File: src/rtl/pc_next_unit_pkg.sv
// Shared types, defaults and mask helper for the program-counter generator.
package pc_next_unit_pkg;

    localparam int unsigned XLEN_DEF       = 32;
    localparam int unsigned ADDR_BITS_DEF  = 31;
    localparam int unsigned RESET_VEC_DEF  = 0;
    localparam int unsigned INC_DEF        = 4;
    localparam int unsigned ALIGN_BITS_DEF = 2;

    typedef enum logic [1:0] {
        ST_BOOT = 2'd0,
        ST_RUN  = 2'd1,
        ST_HALT = 2'd2
    } pc_state_e;

    // Ones in the low 'bits' positions; callers truncate to their own width.
    function automatic logic [63:0] low_mask(input int unsigned bits);
        if (bits >= 64) begin
            return '1;
        end
        return (64'd1 << bits) - 64'd1;
    endfunction

endpackage

File: src/rtl/pc_next_unit_target_adder.sv
// Base+offset adder with address-space masking and alignment check.
module pc_next_unit_target_adder
    import pc_next_unit_pkg::*;
#(
    parameter int unsigned XLEN       = XLEN_DEF,
    parameter int unsigned ADDR_BITS  = ADDR_BITS_DEF,
    parameter int unsigned ALIGN_BITS = ALIGN_BITS_DEF
) (
    input  logic [XLEN-1:0] i_base,
    input  logic [XLEN-1:0] i_offset,
    output logic [XLEN-1:0] o_target_c,
    output logic            o_misalign_c
);

    localparam logic [XLEN-1:0] ADDR_MASK = XLEN'(low_mask(ADDR_BITS));
    localparam logic [XLEN-1:0] ALIGN_CLR = ~XLEN'(low_mask(ALIGN_BITS));

    logic [XLEN-1:0] w_sum;
    logic [XLEN-1:0] w_masked;

    // Sum wraps mod 2^XLEN before the unimplemented upper bits are dropped.
    always_comb begin
        w_sum        = i_base + i_offset;
        w_masked     = w_sum & ADDR_MASK;
        o_target_c   = w_masked & ALIGN_CLR;
        o_misalign_c = |(w_masked & ~ALIGN_CLR);
    end

endmodule

File: src/rtl/pc_next_unit.sv
// Registered fetch-PC generator: sequential advance, redirect, halt, with a
// valid/ready hand-off to fetch and a misaligned-target pulse.
module pc_next_unit
    import pc_next_unit_pkg::*;
#(
    parameter int unsigned XLEN       = XLEN_DEF,
    parameter int unsigned ADDR_BITS  = ADDR_BITS_DEF,
    parameter logic [XLEN-1:0] RESET_VEC = XLEN'(RESET_VEC_DEF),
    parameter int unsigned INC        = INC_DEF,
    parameter int unsigned ALIGN_BITS = ALIGN_BITS_DEF
) (
    input  logic            clk,
    input  logic            rst_n,
    input  logic            fetch_ready,
    output logic            pc_valid,
    output logic [XLEN-1:0] pc,
    input  logic            redirect_valid,
    input  logic [XLEN-1:0] redirect_base,
    input  logic [XLEN-1:0] redirect_offset,
    output logic            redirect_ready,
    input  logic            halt_req,
    output logic            halted,
    output logic            misalign_err
);

    localparam logic [XLEN-1:0] ADDR_MASK = XLEN'(low_mask(ADDR_BITS));
    localparam logic [XLEN-1:0] ALIGN_CLR = ~XLEN'(low_mask(ALIGN_BITS));
    localparam logic [XLEN-1:0] PC_RESET  = RESET_VEC & ADDR_MASK & ALIGN_CLR;
    localparam logic [XLEN-1:0] INC_W     = XLEN'(INC);

    pc_state_e       r_state;
    logic [XLEN-1:0] r_pc;
    logic            r_pc_valid;
    logic            r_halted;
    logic            r_redirect_ready;
    logic            r_misalign;

    pc_state_e       w_state_nxt;
    logic [XLEN-1:0] w_pc_nxt;
    logic            w_pc_valid_nxt;
    logic            w_halted_nxt;
    logic            w_redirect_ready_nxt;
    logic            w_misalign_nxt;

    logic [XLEN-1:0] w_inc_target_c;
    logic            w_inc_misalign_c;
    logic [XLEN-1:0] w_redir_target_c;
    logic            w_redir_misalign_c;
    logic            w_redirect_acc;
    logic            w_advance;

    pc_next_unit_target_adder #(
        .XLEN       (XLEN),
        .ADDR_BITS  (ADDR_BITS),
        .ALIGN_BITS (ALIGN_BITS)
    ) u_inc_adder (
        .i_base       (r_pc),
        .i_offset     (INC_W),
        .o_target_c   (w_inc_target_c),
        .o_misalign_c (w_inc_misalign_c)
    );

    pc_next_unit_target_adder #(
        .XLEN       (XLEN),
        .ADDR_BITS  (ADDR_BITS),
        .ALIGN_BITS (ALIGN_BITS)
    ) u_redir_adder (
        .i_base       (redirect_base),
        .i_offset     (redirect_offset),
        .o_target_c   (w_redir_target_c),
        .o_misalign_c (w_redir_misalign_c)
    );

    assign w_redirect_acc = redirect_valid & r_redirect_ready;
    assign w_advance      = (r_state == ST_RUN) & r_pc_valid & fetch_ready;

    // Next state plus next values of every registered output.
    always_comb begin
        w_state_nxt          = r_state;
        w_pc_nxt             = r_pc;
        w_misalign_nxt       = 1'b0;

        unique case (r_state)
            ST_BOOT: w_state_nxt = ST_RUN;
            ST_RUN:  w_state_nxt = halt_req ? ST_HALT : ST_RUN;
            ST_HALT: w_state_nxt = halt_req ? ST_HALT : ST_RUN;
            default: w_state_nxt = ST_BOOT;
        endcase

        // Redirect wins over advance; an un-fetched pc is simply overwritten.
        if (w_redirect_acc) begin
            w_pc_nxt       = w_redir_target_c;
            w_misalign_nxt = w_redir_misalign_c;
        end else if (w_advance) begin
            w_pc_nxt = w_inc_target_c;
        end

        w_pc_valid_nxt       = (w_state_nxt == ST_RUN);
        w_halted_nxt         = (w_state_nxt == ST_HALT);
        w_redirect_ready_nxt = (w_state_nxt != ST_BOOT);
    end

    always_ff @(posedge clk or negedge rst_n) begin
        if (!rst_n) begin
            r_state          <= ST_BOOT;
            r_pc             <= PC_RESET;
            r_pc_valid       <= 1'b0;
            r_halted         <= 1'b0;
            r_redirect_ready <= 1'b0;
            r_misalign       <= 1'b0;
        end else begin
            r_state          <= w_state_nxt;
            r_pc             <= w_pc_nxt;
            r_pc_valid       <= w_pc_valid_nxt;
            r_halted         <= w_halted_nxt;
            r_redirect_ready <= w_redirect_ready_nxt;
            r_misalign       <= w_misalign_nxt;
        end
    end

    // An aligned pc plus an aligned increment can never become misaligned.
    a_inc_aligned: assert property (@(posedge clk) disable iff (!rst_n)
        w_advance |-> !w_inc_misalign_c);

    assign pc             = r_pc;
    assign pc_valid       = r_pc_valid;
    assign halted         = r_halted;
    assign redirect_ready = r_redirect_ready;
    assign misalign_err   = r_misalign;

endmodule

File: config.mk
export PLATFORM = sky130hd
export DESIGN_NAME = pc_next_unit
export DESIGN_NICKNAME = d
export VERILOG_FILES = /design/src/rtl/pc_next_unit_pkg.sv /design/src/rtl/pc_next_unit_target_adder.sv /design/src/rtl/pc_next_unit.sv
export SDC_FILE = /design/constraint.sdc
export NUM_CORES = 1
export LEC_CHECK = 0
export ABC_AREA = 1
export CAP_MARGIN = 15
export CORE_ASPECT_RATIO = 1.4
export CORE_UTILIZATION = 52
export DETAILED_ROUTE_END_ITERATION = 16
export PLACE_DENSITY = 0.89
export SLEW_MARGIN = 20
export SYNTH_ARGS = -nofsm -noshare
export SYNTH_HDL_FRONTEND = slang
export SYNTH_SLANG_ARGS = --single-unit
File: constraint.sdc
create_clock -name clk -period 1.7 [get_ports clk]
set_input_delay 0.17 -clock clk [delete_from_list [all_inputs] [get_ports clk]]
set_output_delay 0.17 -clock clk [all_outputs]
set_load 0.02 [all_outputs]
==> results of run 1 <==
-- through the flow --
stage                     utilization  hold slack (ns)  std cells
after detailed placement        0.745            0.532       1095
after CTS                       0.826            0.318       1110
after global placement          0.745            0.513       1095
after floorplan                     -           -0.126        805
-- kinds of logic after synthesis --
kind of cell | share of synthesized area
fa+ha+maj | 0.0968
xor+xnor | 0.0247
compound gates | 0.0968
flops | 0.190
simple gates | 0.468
other cells | 0.000815
buf+inv | 0.122
-- layer usage --
| layer | track usage | GRT overflow |
|---|---|---|
| met1 | 0.685 | 0 |
| met2 | 0.888 | 22 |
| met3 | 0.444 | 0 |
| met4 | 0.724 | 18 |
| met5 | 0.0118 | 0 |
-- what timing repair did --
action                     in CTS
resized for setup             110
pin swaps                      35
setup buffers                   7
setup endpoints to repair      26
==> results.txt, run 1 <==
Status - aborted with a tool error
Last stage - 5_1_grt
Stop err - [ERROR GRT-0232] Routing congestion too high. Check the congestion heatmap in the GUI.
Die span in y - 113 µm
Commonest cells in the netlist - nand2_1 (273), inv_1 (131), nor2_1 (79)
Syn. warnings - 0
Most common cell in the netlist - nand2_1
Total global-route track usage - 0.683
Avg Cell Area, Syn - 5.73 µm²
Library cells used by synthesis - 46
Dpl cell area - 0.00641 mm²
Yosys top cell area share - 0.223
Post-synth EDFFs - 0
Top cells by area, synth - nand2_1 (22%), dfrtp_1 (19%), inv_1 (11%)
Clock net sink count - 35
Cells after Synth - 803
Pre-CTS worst setup slack - -0.590 ns
Row count - 40
Dpl hpwl - 12300 µm
Starting Density - 0.535
Worst endpoint type - register data pin
Synth async-reset ratio - 1.00
Post-CTS Hold Buffers - 0
Main synth FF type - dfrtp_1
Largest area contributor in the netlist - nand2_1
Largest net degree at the start of global routing - 36
Sequential area share after synthesis - 0.190
Flops & latches, synth - 35
GRT worst endpoint - pc[25]$_DFFE_PN0P_/D
Number of I/O pins - 105
Root buffer cell - clkbuf_16
GR Overflow Total - 40
Num CTS Buffers - 5
Synthesized area - 0.00460 mm²
Die W - 81.5 µm
Gp weighted congestion - 1.04
Htree depth - 2
Port buffer count - 99
Max clock buf depth - 2
==> inputs of run 2 (changes only) <==
CORE_ASPECT_RATIO = not set   (was 1.4)
CORE_UTILIZATION = 40   (was 52)
PLACE_DENSITY = not set   (was 0.89)
PLACE_DENSITY_LB_ADDON = 0.15   (was not set)
==> run 2 against run 1 <==
The run now ends clean. Area after synthesis stayed put. Synthesized cell count did not move.
==> results.txt, run 2 <==
Mux cell area share after synthesis - 0 (unchanged)
Most common cell in the netlist - nand2_1
Crit path capture type - output pin
CP required - 1.53 ns
Tot Pwr - 8.03 mW
Core region area - 0.0110 mm²
Worst path max stage delay - 0.53 ns
Adder-Cell Fraction of Synth Area - 0.0968 (unchanged)
Post-synth EDFFs - 0 (unchanged)
Reg2Reg Depth - 11
ANT nets after route - 0
R2r startpoint - pc[5]
Critical path's most frequent cell - buf_4
Synth async-reset ratio - 1.00 (unchanged)
R2r endpoint - pc[25]
Initial DRT Pass Iterations - 6
Clock latency on the worst-skew pair - 0.28 ns
Most common cell after layout, fill and taps aside - nand2_1
Synth Area in Simple Gates - 0.468 (unchanged)
Dpl cell area - 0.00648 mm² (+1.0%)
Vias in the first global route - 5370
Synth Area in XOR/XNOR - 0.0247 (unchanged)
Final Net Count - 1119
Largest net degree at the start of global routing - 28
Filler cell count in the final layout - 911
Total global-route track usage - 0.261
Die span in y - 109 µm (-3.6%)
Crit-path slowest cell - clkdlybuf4s50_1
WP data arrival - 1.50 ns
Max reg flops - 29
Critical path type - reg -> out
Dpl hpwl - 12200 µm (-1.0%)
Max clock buf depth - 2 (unchanged)
Top Family by Delay on Critical Path - buffers and inverters
Syn. warnings - 0 (unchanged)
Startpoint Class - flip-flop
Avg Cell Area, Syn - 5.73 µm² (unchanged)
CTS tree - built
Sequential area share after synthesis - 0.190 (unchanged)
Htree depth - 2 (unchanged)
Clock-pin slew on the worst setup and hold paths - 0.06 ns
Initial antenna violation count - 0
Max-Cap Viols - 0
Starting Density - 0.417 (-0.117)
Clock net sink count - 35 (unchanged)
DRC errors left - 0
Yosys top cell area share - 0.223 (unchanged)
Most frequent cells in the layout - nand2_1 (219), inv_1 (124), buf_4 (102), nand3_1 (57), nand2_2 (53)
Top cells by area, synth - nand2_1 (22%), dfrtp_1 (19%), inv_1 (11%)
Num CTS Buffers - 5 (unchanged)
Vias per cell - 5.10
Share of cells above drive strength 1 - 0.310
Synth Area in Compound Gates - 0.0968 (unchanged)
WL per Instance - 14.0 µm
PD cells - 1030 mW/mm²
Main synth FF type - dfrtp_1
Number of I/O pins - 105 (unchanged)
Gp weighted congestion - 0.939 (-9.8%)
Final setup vio count - 0
GR Overflow Total - 0
Inserted Diodes - 0
DIE AREA - 0.0119 mm²
Final setup skew - 0.00693 ns
VDD IR-drop max - 0.971 mV
Fin crit period - 1.67 ns
Final Max Slew Viols - 0
Setup WS post-layout - 0.0306 ns
Number of buffers and inverters on the critical path - 3
Main combinational cell family by area after synthesis - simple AND/OR/NAND/NOR gates
FF/Latch Area - 885 µm²
Max Clk Rate - 599 MHz
Synthesized area - 0.00460 mm² (unchanged)
Status - finished, final reports clean
Finished layout cell area - 0.00778 mm²
Commonest cells in the netlist - nand2_1 (273), inv_1 (131), nor2_1 (79)
Multi-input logic area - 0.00409 mm²
Port buffer count - 99 (unchanged)
Fin. Hold Viols - 0
Root buffer cell - clkbuf_16
Period utilisation layout - 0.982
Flops & latches, synth - 35 (unchanged)
Row count - 38 (-5.0%)
Pre-CTS worst setup slack - -0.524 ns (+0.0659 ns)
Synthesis-to-layout area growth - 69.1%
Crit-path max FO - 3
Largest area contributor in the netlist - nand2_1
RSZ-0062 raised after global routing - true
Register-to-register setup slack - 0.05 ns
Worst path cell trace - buf_4, buf_4, clkdlybuf4s50_1
Lkg Pwr - 4.05 nW
Library cells used by synthesis - 46 (unchanged)
Cells after Synth - 803 (unchanged)
Routed via count - 5882
Final TNS setup - 0 ns
Die W - 109 µm (+34%)
Finished Core Util - 0.706
Global-route wire length before repair - 24600 µm
Tightest Hold Check Type - in -> async
DR iter-0 viols - 288
Final wirelength - 16100 µm
==> run 2: worst max path at each step <==
stage | start | endpoint | slack [ns] | depth (start not counted)
after floorplan | redirect_base[0] | pc[28] | 0.009 | 15
after global placement | redirect_base[0] | pc[28] | -0.51 | 16
after detailed placement | redirect_base[0] | pc[28] | -0.52 | 16
after CTS | redirect_offset[20] | pc[27] | -0.03 | 11
after global routing | pc[3] | pc[28] | -0.1 | 12
final | pc[2] | pc[2] | 0.03 | 3
==> run 2: kinds of logic after synthesis <==
logic type / count (synthesis)
and+or+nand+nor: 493
buffers and inverters: 146
AOI/OAI and AO/OA: 80
DFF: 35
adders and majority gates: 35
other: 1
xor gates and xnor gates: 13
==> run 2: power by group <==
part           switching (mW)  internal, mW  leakage, nW
logic                    3.02          2.45         3.58
clock network           0.321         0.526       0.0628
registers               0.458          1.26        0.404
==> run 2: repair_timing <==
item / CTS / global route
hold buffers: 1 / 0
pin swaps: 34 / 63
resized for setup: 110 / 157
setup endpoints to repair: 24 / 29
buffers inserted: 6 / 9
endpoints found under the hold margin: 14 / 0
==> run 2: metal layers <==
layer,track usage,up-vias,share of wire
met5,0,-,0
met4,0.0724,0,0.019
met3,0.0251,24,0.035
met2,0.445,165,0.48
met1,0.349,2706,0.47
li1,-,2987,-
==> run 2: final cells by class <==
type,count,share of cell area
Multi-Input combinational cell,624,0.526
Timing Repair Buffer,215,0.257
Tap cell,140,0.0225
Sequential cell,35,0.114
Clock buffer,6,0.0166
Inverter,134,0.0646
==> run 2: through the flow <==
step | hold slack [ns] | instances
global route | 0.374 | 1154
floorplan | -0.126 | 805
finish | 0.319 | 1154
CTS | 0.346 | 1145
detailed placement | 0.0999 | 1132
global placement | 0.0957 | 1132
Note: power is estimated with default switching activity, not from simulation.
